<file path="src/rtl/display_pkg.sv">
// Shared constants for the multiplexed seven-segment display path.
// Glyphs are active-low, bit order {g,f,e,d,c,b,a}.
package display_pkg;

   localparam int MAX_DIGITS = 8;

   localparam logic [6:0] SEG_0     = 7'h40;
   localparam logic [6:0] SEG_1     = 7'h79;
   localparam logic [6:0] SEG_2     = 7'h24;
   localparam logic [6:0] SEG_3     = 7'h30;
   localparam logic [6:0] SEG_4     = 7'h19;
   localparam logic [6:0] SEG_5     = 7'h12;
   localparam logic [6:0] SEG_6     = 7'h02;
   localparam logic [6:0] SEG_7     = 7'h78;
   localparam logic [6:0] SEG_8     = 7'h00;
   localparam logic [6:0] SEG_9     = 7'h10;
   localparam logic [6:0] SEG_DASH  = 7'h3F;
   localparam logic [6:0] SEG_BLANK = 7'h7F;

endpackage

</file>
<file path="src/rtl/seg7_decode.sv">
// BCD to active-low seven-segment glyph; non-decimal codes show a dash.
module seg7_decode
   import display_pkg::*;
(
   input  logic [3:0] val_i,
   output logic [6:0] seg_o
);

   always_comb begin
      seg_o = SEG_DASH;
      unique case (val_i)
         4'd0:    seg_o = SEG_0;
         4'd1:    seg_o = SEG_1;
         4'd2:    seg_o = SEG_2;
         4'd3:    seg_o = SEG_3;
         4'd4:    seg_o = SEG_4;
         4'd5:    seg_o = SEG_5;
         4'd6:    seg_o = SEG_6;
         4'd7:    seg_o = SEG_7;
         4'd8:    seg_o = SEG_8;
         4'd9:    seg_o = SEG_9;
         default: seg_o = SEG_DASH;
      endcase
   end

endmodule

</file>
<file path="src/rtl/scan_display_ctrl.sv">
// Multiplexed seven-segment scanner with per-frame source snapshot and blinking.
// Optional leading-zero blanking is enabled by defining SCAN_DISPLAY_LZ_BLANK_EN.
module scan_display_ctrl
   import display_pkg::*;
#(
   parameter int NUM_DIGITS = 8,
   parameter int NUM_SRC    = 5,
   parameter int SCAN_DIV   = 100000,
   parameter int BLINK_DIV  = 50000000
) (
   input  logic                            clk,
   input  logic                            reset,
   input  logic [NUM_SRC*NUM_DIGITS*4-1:0] src_digits,
   input  logic [NUM_SRC-1:0]              src_en,
   input  logic [NUM_DIGITS-1:0]           blink_mask,
   output logic [6:0]                      seg,
   output logic [NUM_DIGITS-1:0]           anodes,
   output logic                            frame_start
);

   localparam int SCAN_W  = $clog2(SCAN_DIV);
   localparam int BLINK_W = $clog2(BLINK_DIV);
   localparam int IDX_W   = $clog2(NUM_DIGITS);
   localparam int SEL_W   = $clog2(NUM_SRC);
   localparam int FRAME_W = NUM_DIGITS * 4;

   logic [SCAN_W-1:0]     scan_cnt_q, scan_cnt_d;
   logic [BLINK_W-1:0]    blink_cnt_q, blink_cnt_d;
   logic                  phase_q, phase_d;
   logic [IDX_W-1:0]      digit_q, digit_d;
   logic                  run_q, run_d;
   logic [FRAME_W-1:0]    frame_q, frame_d;
   logic [NUM_DIGITS-1:0] mask_q, mask_d;
   logic [6:0]            seg_q, seg_d;
   logic [NUM_DIGITS-1:0] anodes_q, anodes_d;
   logic                  fs_q, fs_d;

   logic                  tick, wrap, blank;
   logic [SEL_W-1:0]      sel;
   logic [FRAME_W-1:0]    src_frame;
   logic [NUM_DIGITS-1:0] lz_blank;
   logic [3:0]            cur_val;
   logic [6:0]            dec_seg;
`ifdef SCAN_DISPLAY_LZ_BLANK_EN
   logic                  lead;
`endif

   // Bit 0 of src_en carries no meaning: source 0 is the fallback.
   logic unused_src_en0;
   assign unused_src_en0 = src_en[0];

   seg7_decode u_dec (
      .val_i (cur_val),
      .seg_o (dec_seg)
   );

   always_comb begin
      tick = (scan_cnt_q == SCAN_W'(SCAN_DIV - 1));
      // run_q is clear until the first tick after reset, forcing a fresh frame.
      wrap = tick && (!run_q || (digit_q == IDX_W'(NUM_DIGITS - 1)));

      scan_cnt_d  = tick ? '0 : scan_cnt_q + SCAN_W'(1);
      run_d       = run_q | tick;
      blink_cnt_d = (blink_cnt_q == BLINK_W'(BLINK_DIV - 1)) ? '0 : blink_cnt_q + BLINK_W'(1);
      phase_d     = phase_q ^ (blink_cnt_q == BLINK_W'(BLINK_DIV - 1));

      sel = '0;
      for (int s = NUM_SRC - 1; s >= 1; s--) begin
         if (src_en[s]) sel = SEL_W'(s);
      end
      src_frame = src_digits[FRAME_W-1:0];
      for (int s = 0; s < NUM_SRC; s++) begin
         if (sel == SEL_W'(s)) src_frame = src_digits[s*FRAME_W +: FRAME_W];
      end

      frame_d = frame_q;
      mask_d  = mask_q;
      digit_d = digit_q;
      if (wrap) begin
         frame_d = src_frame;
         mask_d  = blink_mask;
         digit_d = '0;
      end else if (tick) begin
         digit_d = digit_q + IDX_W'(1);
      end

      lz_blank = '0;
`ifdef SCAN_DISPLAY_LZ_BLANK_EN
      lead = 1'b1;
      for (int d = NUM_DIGITS - 1; d >= 1; d--) begin
         lead        = lead && (frame_d[d*4 +: 4] == 4'd0);
         lz_blank[d] = lead;
      end
`endif

      // Output is built from next-state values so it lands one clock after the tick.
      cur_val = frame_d[int'(digit_d)*4 +: 4];
      blank   = (phase_d && mask_d[digit_d]) || lz_blank[digit_d];

      seg_d    = seg_q;
      anodes_d = anodes_q;
      fs_d     = wrap;
      if (tick) begin
         seg_d    = blank ? SEG_BLANK : dec_seg;
         anodes_d = blank ? '1 : ~(NUM_DIGITS'(1) << digit_d);
      end
   end

   always_ff @(posedge clk or negedge reset) begin
      if (!reset) begin
         scan_cnt_q  <= '0;
         blink_cnt_q <= '0;
         phase_q     <= 1'b0;
         digit_q     <= '0;
         run_q       <= 1'b0;
         frame_q     <= '0;
         mask_q      <= '0;
         seg_q       <= SEG_BLANK;
         anodes_q    <= '1;
         fs_q        <= 1'b0;
      end else begin
         scan_cnt_q  <= scan_cnt_d;
         blink_cnt_q <= blink_cnt_d;
         phase_q     <= phase_d;
         digit_q     <= digit_d;
         run_q       <= run_d;
         frame_q     <= frame_d;
         mask_q      <= mask_d;
         seg_q       <= seg_d;
         anodes_q    <= anodes_d;
         fs_q        <= fs_d;
      end
   end

   assign seg         = seg_q;
   assign anodes      = anodes_q;
   assign frame_start = fs_q;

endmodule

</file>
<file path="config.mk">
export PLATFORM = sky130hd
export DESIGN_NAME = scan_display_ctrl
export DESIGN_NICKNAME = d
export VERILOG_FILES = /design/src/rtl/display_pkg.sv /design/src/rtl/seg7_decode.sv /design/src/rtl/scan_display_ctrl.sv
export SDC_FILE = /design/constraint.sdc
export NUM_CORES = 1
export LEC_CHECK = 0
export CAP_MARGIN = 0
export CORE_ASPECT_RATIO = 1.5
export CORE_MARGIN = 2
export CORE_UTILIZATION = 30
export DETAILED_ROUTE_END_ITERATION = 10
export GPL_TIMING_DRIVEN = 0
export PLACE_DENSITY = 0.59
export SKIP_CTS_REPAIR_TIMING = 1
export SYNTH_ARGS = -nofsm -noshare
export SYNTH_HDL_FRONTEND = slang
export SYNTH_SLANG_ARGS = --single-unit
</file>
<file path="constraint.sdc">
create_clock -name clk -period 6.6 [get_ports clk]
set_input_delay 1.32 -clock clk [delete_from_list [all_inputs] [get_ports clk]]
set_output_delay 1.32 -clock clk [all_outputs]
set_load 0.005 [all_outputs]
</file>
Word level (Yosys, flattened, before mapping)
Memory sizes are Yosys's and may differ from the RTL's.
Index checks and enable logic that the tools add are counted.
{"block": "word_totals", "reg_bits": 104, "rom_bits": 120, "input_bits": 175, "output_inout_bits": 16, "wordCells": 52, "memories": 2}
{"block": "classes", "addsub": 3, "order_cmp": 1, "eq_ne": 7, "shift": 2, "mux": 19, "bitwise_logic": 3, "reduce_logical": 5}
{"memory": "(name not given)", "depth": 16, "word_bits": 7, "read_ports": 1, "rd_clocked_by_memory_dff": 0, "write_ports": 0, "line_no": "seg7_decode.sv:11", "text": "unique case (val_i)"}
{"memory": "(name not given)", "depth": 8, "word_bits": 1, "read_ports": 1, "rd_clocked_by_memory_dff": 0, "write_ports": 0, "line_no": "scan_display_ctrl.sv:98", "text": "blank = (phase_d && mask_d[digit_d]) || lz_blank[digit_d];"}
{"cell": "32-bit 2-to-1 mux", "n": 5}
{"cell": "32-bit by 6-bit indexed part select with 4-bit output", "n": 1}
{"cell": "26-bit by 1-bit adder with 26-bit output (second input constant)", "n": 1}
{"cell": "26-bit == test (second input constant)", "n": 1}
{"cell": "26-bit 2-to-1 mux", "n": 1}
{"cell": "3-bit 2-to-1 mux", "n": 6}
{"cell": "17-bit by 1-bit adder with 17-bit output (second input constant)", "n": 1}
{"cell": "17-bit == test (second input constant)", "n": 1}
{"cell": "17-bit 2-to-1 mux", "n": 1}
{"cell": "8-bit 2-to-1 mux", "n": 2}
{"cell": "8-bit inverter", "n": 1}
{"cell": "1-bit by 3-bit left shift with 8-bit output (first input constant)", "n": 1}
{"cell": "7-bit 2-to-1 mux", "n": 1}
{"cell": "3-bit by 2-bit == test with 1-bit output (second input constant)", "n": 2}
{"cell": "3-bit == test (second input constant)", "n": 2}
{"cell": "3-bit by 4-bit less-than comparator with 1-bit output (second input constant)", "n": 1}
{"cell": "3-bit by 1-bit adder with 3-bit output (second input constant)", "n": 1}
{"cell": "1-bit binary-select mux with 3-bit select", "n": 1}
{"cell": "3-bit by 1-bit == test with 1-bit output (second input constant)", "n": 1}
{"cell": "1-bit logical AND", "n": 2}
{"cell": "1-bit logical OR", "n": 2}
{"cell": "1-bit 2-to-1 mux", "n": 2}
{"cell": "1-bit zero test", "n": 1}
{"cell": "1-bit bitwise OR", "n": 1}
{"cell": "1-bit bitwise XOR", "n": 1}

Longest topological paths before layout
An unclocked memory read counts as a cell.
{"block": "depth", "ltp_word": 13, "mapped_depth": 16}

By module
Synthesis repeated with hierarchy kept, for this count alone.
{"block": "hier_totals", "hier_cells": 690, "area_unflattened_um2": 6157.2}
{"module": "scan_display_ctrl", "n_inst": 1, "cells_each": 659, "area_each_um2": 5926.9, "seq_area_each_um2": 2621.3}
{"module": "seg7_decode", "n_inst": 1, "cells_each": 31, "area_each_um2": 230.2, "seq_area_each_um2": 0.0}

Worst setup path after synthesis
No wires, ideal clock.
{"block": "synth_timing", "path_type": "in2reg", "startpoint": "input port src_en[2]", "endpoint": "register seg_q[3] (netlist: seg[3])", "t_arrival_ps": 3757, "setup_slack_ps": 2770, "cell_stages": 12, "path_cell_list": "clkbuf_1 -> or4b_1 -> clkbuf_1 -> buf_2 -> o221ai_1 -> o211ai_1 -> nand3_1 -> a21boi_0 -> nor4b_2 -> ha_1 -> or2_2 -> a21oi_1"}
{"block": "synth_between", "elab_chain_cells": 11}
{"item": "from (decl)", "line_no": "scan_display_ctrl.sv:14", "text": "input logic [NUM_SRC-1:0] src_en,"}
{"item": "3-bit 2-to-1 mux (*) (2 in series)", "line_no": "scan_display_ctrl.sv:69", "text": "if (src_en[s]) sel = SEL_W'(s);"}
{"item": "3-bit by 1-bit == test with 1-bit output", "line_no": "scan_display_ctrl.sv:73", "text": "if (sel == SEL_W'(s)) src_frame = src_digits[s*FRAME_W +: FRAME_W];"}
{"item": "32-bit 2-to-1 mux (3 in series)", "line_no": "scan_display_ctrl.sv:73"}
{"item": "32-bit 2-to-1 mux (*)", "line_no": "scan_display_ctrl.sv:73"}
{"item": "32-bit 2-to-1 mux (*)", "line_no": "scan_display_ctrl.sv:79", "text": "if (wrap) begin"}
{"item": "32-bit by 6-bit indexed part select with 4-bit output (*)", "line_no": "scan_display_ctrl.sv:97", "text": "cur_val = frame_d[int'(digit_d)*4 +: 4];"}
{"item": "memory 16 x 7 bit (*)"}
{"item": "7-bit 2-to-1 mux (*)", "line_no": "scan_display_ctrl.sv:104", "text": "seg_d = blank ? SEG_BLANK : dec_seg;"}
{"item": "to (signal assigned)", "line_no": "scan_display_ctrl.sv:129", "text": "seg_q <= seg_d;"}
{"item": "to (decl)", "line_no": "scan_display_ctrl.sv:34", "text": "logic [6:0] seg_q, seg_d;"}
Mark *: on every way between the ends. The rest lies on a longest branch, timed or not.
A chain may end at the register's enable or synchronous reset.

Final worst setup path
{"block": "layout_timing", "startpoint": "input port src_en[1]", "endpoint": "register seg_q[4] (netlist: seg[4])"}
{"block": "layout_between", "elab_chain_cells": 10}
{"item": "3-bit 2-to-1 mux (*)", "line_no": "scan_display_ctrl.sv:69"}
{"item": "3-bit by 1-bit == test with 1-bit output", "line_no": "scan_display_ctrl.sv:73"}
{"item": "32-bit 2-to-1 mux (3 in series)", "line_no": "scan_display_ctrl.sv:73"}
{"item": "32-bit 2-to-1 mux (*)", "line_no": "scan_display_ctrl.sv:73"}
{"item": "32-bit 2-to-1 mux (*)", "line_no": "scan_display_ctrl.sv:79"}
{"item": "32-bit by 6-bit indexed part select with 4-bit output (*)", "line_no": "scan_display_ctrl.sv:97"}
{"item": "memory 16 x 7 bit (*)"}
{"item": "7-bit 2-to-1 mux (*)", "line_no": "scan_display_ctrl.sv:104"}
Marks and branches as above.

==> metrics.txt <==
Layout area overhead=39.2%; GRT Total Usage=0.192; Pleak=3.67 nW; endpoints failing hold=0; Mapped Area=6560 µm²; Clock Sinks=104; average wire per standard cell=17.6 µm; Slowest Stage Delay on Critical Path=0.57 ns; setup ws final=2.11 ns; synth warn=0; Max Freq=223 MHz; Max-Cap Viols=0; fillcell total=2,218; clk slew on worst S/H paths=0.07 ns; largest buffer count on any clock path=2; DP Area=8810 µm²; Final period util=0.680; Final Core Density=0.424; Setup CP Type=input pin to register; Slew Limit Fails=0; Max transition margin=0.374; Slowest cell on crit path=clkdlybuf4s50_1; most common cell after layout, fill and taps aside=clkdlybuf4s50_1; Required @ worst endpoint=6.88 ns; Top FF cell, synth=dfrtp_1; status=finished clean; root buf cell=clkbuf_16; number of global-route vias before repair=6,815; gr ovfl total=0; #FFs+latches synth=104; Post-synth ARST share=1.00; Vias/cell=5.17; TNS Setup=0 ns; share of cells above drive strength 1=0.0781; EDFF count, synth=0; GP Congestion=0.886; Core Rows=66; Total Wirelength=22.1 mm; port bufs=188; TritonCTS Buffers=9; placed cells=1,242; Skew-Pair Late Insertion Delay=0.35 ns; register area share after synthesis=0.400; Max H-tree Level=3; CP top delay family=buffers and inverters; setup violators final=0; Mapped Cells=781; Worst Path Max Fanout=10; height of the die=185 µm; DRT iter0 DRCs=355; crit path time final=4.49 ns; slew at the pin with the worst max-slew slack=0.936 ns; most frequent cells in the layout=clkdlybuf4s50_1 (187), nand2_1 (124), o21ai_0 (94), dfrtp_1 (89), nor2_1 (68); hpwl dp=17.9 mm; Post-Syn Nets=966; Core Box Area=21,600 µm²; first-pass GRT wire length=35.1 mm; initial antenna violation count=0; CTS tree=built; VDD IR max=0.107 mV; Worst Setup End Kind=register; RSZ-0062 raised after global routing=no; Critical Path AT=4.77 ns; ANT nets after route=0; non-filler instance count after layout=1,258; drt first pass iters=7; largest net degree at the start of global routing=66; Buf/Inv on CP=3; num ports=191; Hold Path Class=register to register; Synth Area per Inst=8.40 µm²; Initial Utilization=0.304; Antenna Diode Count=0; DIE WIDTH=125 µm; final instance area=9130 µm²; DRC viols=0; post-placement setup slack=1.65 ns; vias after detailed routing=6,498; CP Cell Sequence=clkdlybuf4s50_1 > clkbuf_1 > clkinv_1 > o221ai_1 > o211ai_1 > nand3_1 > a21boi_0 > nor4b_2 > ha_1 > mux2i_1 > a211oi_1 > nor2_1; Layout Nets=1,166; power density over the cells=155 nW/µm²; critical path startpoint category=input pin; Worst Clk Skew=0.00668 ns; Die ar.=23,100 µm²; Netlist cell types=73
[kinds of logic (layout without fill, tap and decap cells)]
family,count (synthesis),after routing,synth area share
compound gates,240,240,0.231
xor+xnor,37,37,0.0494
fa+ha+maj,10,10,0.0191
buf+inv,66,271,0.0450
flops,104,104,0.400
mux,11,11,0.0231
simple gates,313,313,0.233
[where the power goes]
part	internal (mW)	total [mW]	switching (mW)
Clock	0.322	0.571	0.249
Combinational	0.125	0.207	0.0826
Sequential	0.640	0.641	0.00131
Total	1.09	1.42	0.333
[flip-flops by register name, summed over array words and instances (netlist names)]
register,count
seg,7
digit_q,3
frame_start,1
blink_cnt_q,26
frame_q,32
phase_q,1
anodes,8
mask_q,8
run_q,1
scan_cnt_q,17
[layer usage]
layer / track usage / vias to the layer above / wire (µm)
met1: 0.197 / 2972 / 8150
li1: - / 3219 / -
met2: 0.374 / 240 / 11900
met5: 0 / - / 0
met4: 0.0876 / 0 / 1010
met3: 0.0350 / 67 / 1020
[path summary, 6_finish.rpt]
path                                            end  slack [ns]  cells after the start               startpoint
setup / recovery                 seg[4]$_DFFE_PN1N_        2.11                     12                src_en[1]
hold / removal              scan_cnt_q[0]$_DFF_PN0_        0.48                      1  scan_cnt_q[0]$_DFF_PN0_
setup reg to reg                 seg[4]$_DFFE_PN1N_        2.88                     13     digit_q[0]$_DFF_PN0_
hold reg to reg             scan_cnt_q[0]$_DFF_PN0_        0.48                      1  scan_cnt_q[0]$_DFF_PN0_
max in group asynchronous     anodes[0]$_DFFE_PN1N_        4.92                      2                    reset
min in group asynchronous  scan_cnt_q[11]$_DFF_PN0_        0.94                      1                    reset
[metrics by stage]
stage	hold slack (ns)	total power [mW]
6_report	0.479	1.42
5_1_grt	0.504	1.49
4_1_cts	0.485	1.44
3_5_place_dp	0.476	0.863
3_3_place_gp	0.474	0.860
2_1_floorplan	0.440	0.721
[Yosys cell counts, types with 3 or more instances]
cell / instances / share of area
xor2_1: 20 / 0.027
nand3_1: 28 / 0.021
nor2_1: 68 / 0.039
mux2i_1: 5 / 0.0076
o211ai_1: 6 / 0.0069
a22oi_1: 5 / 0.0057
a21oi_1: 44 / 0.034
o31a_1: 4 / 0.0053
and3_1: 6 / 0.0057
a21o_1: 4 / 0.0046
mux2i_4: 3 / 0.010
nor4_1: 4 / 0.0038
buf_2: 11 / 0.0084
or3_1: 5 / 0.0048
nand2b_1: 5 / 0.0048
xnor2_1: 17 / 0.023
and2_1: 6 / 0.0057
a211oi_2: 3 / 0.0057
o221ai_1: 11 / 0.015
clkbuf_1: 36 / 0.021
a211oi_1: 4 / 0.0046
dfstp_2: 15 / 0.060
a31oi_1: 4 / 0.0038
nor2b_1: 8 / 0.0076
inv_1: 10 / 0.0057
o22ai_1: 30 / 0.029
o21ai_0: 94 / 0.072
nand2_1: 124 / 0.071
dfrtp_1: 89 / 0.34
and4_1: 7 / 0.0093
o21a_1: 5 / 0.0057
nor3_1: 12 / 0.0092
nand4_1: 16 / 0.015
ha_1: 10 / 0.019
or2_2: 4 / 0.0038
mux2_2: 3 / 0.0052
nor3_2: 3 / 0.0046
o311ai_0: 5 / 0.0067
[layout make-up]
cell class,count,area (µm²),share of cell area
clock inverter,6,72.6,0.00795
inverter,14,52.6,0.00576
multi-input combinational,611,3640,0.399
clock buffer,10,250,0.0274
tap,272,340,0.0373
sequential,104,2620,0.287
timing repair buffer,189,1910,0.209
buffer,52,243,0.0266
Power figures use the tool's default switching activity.
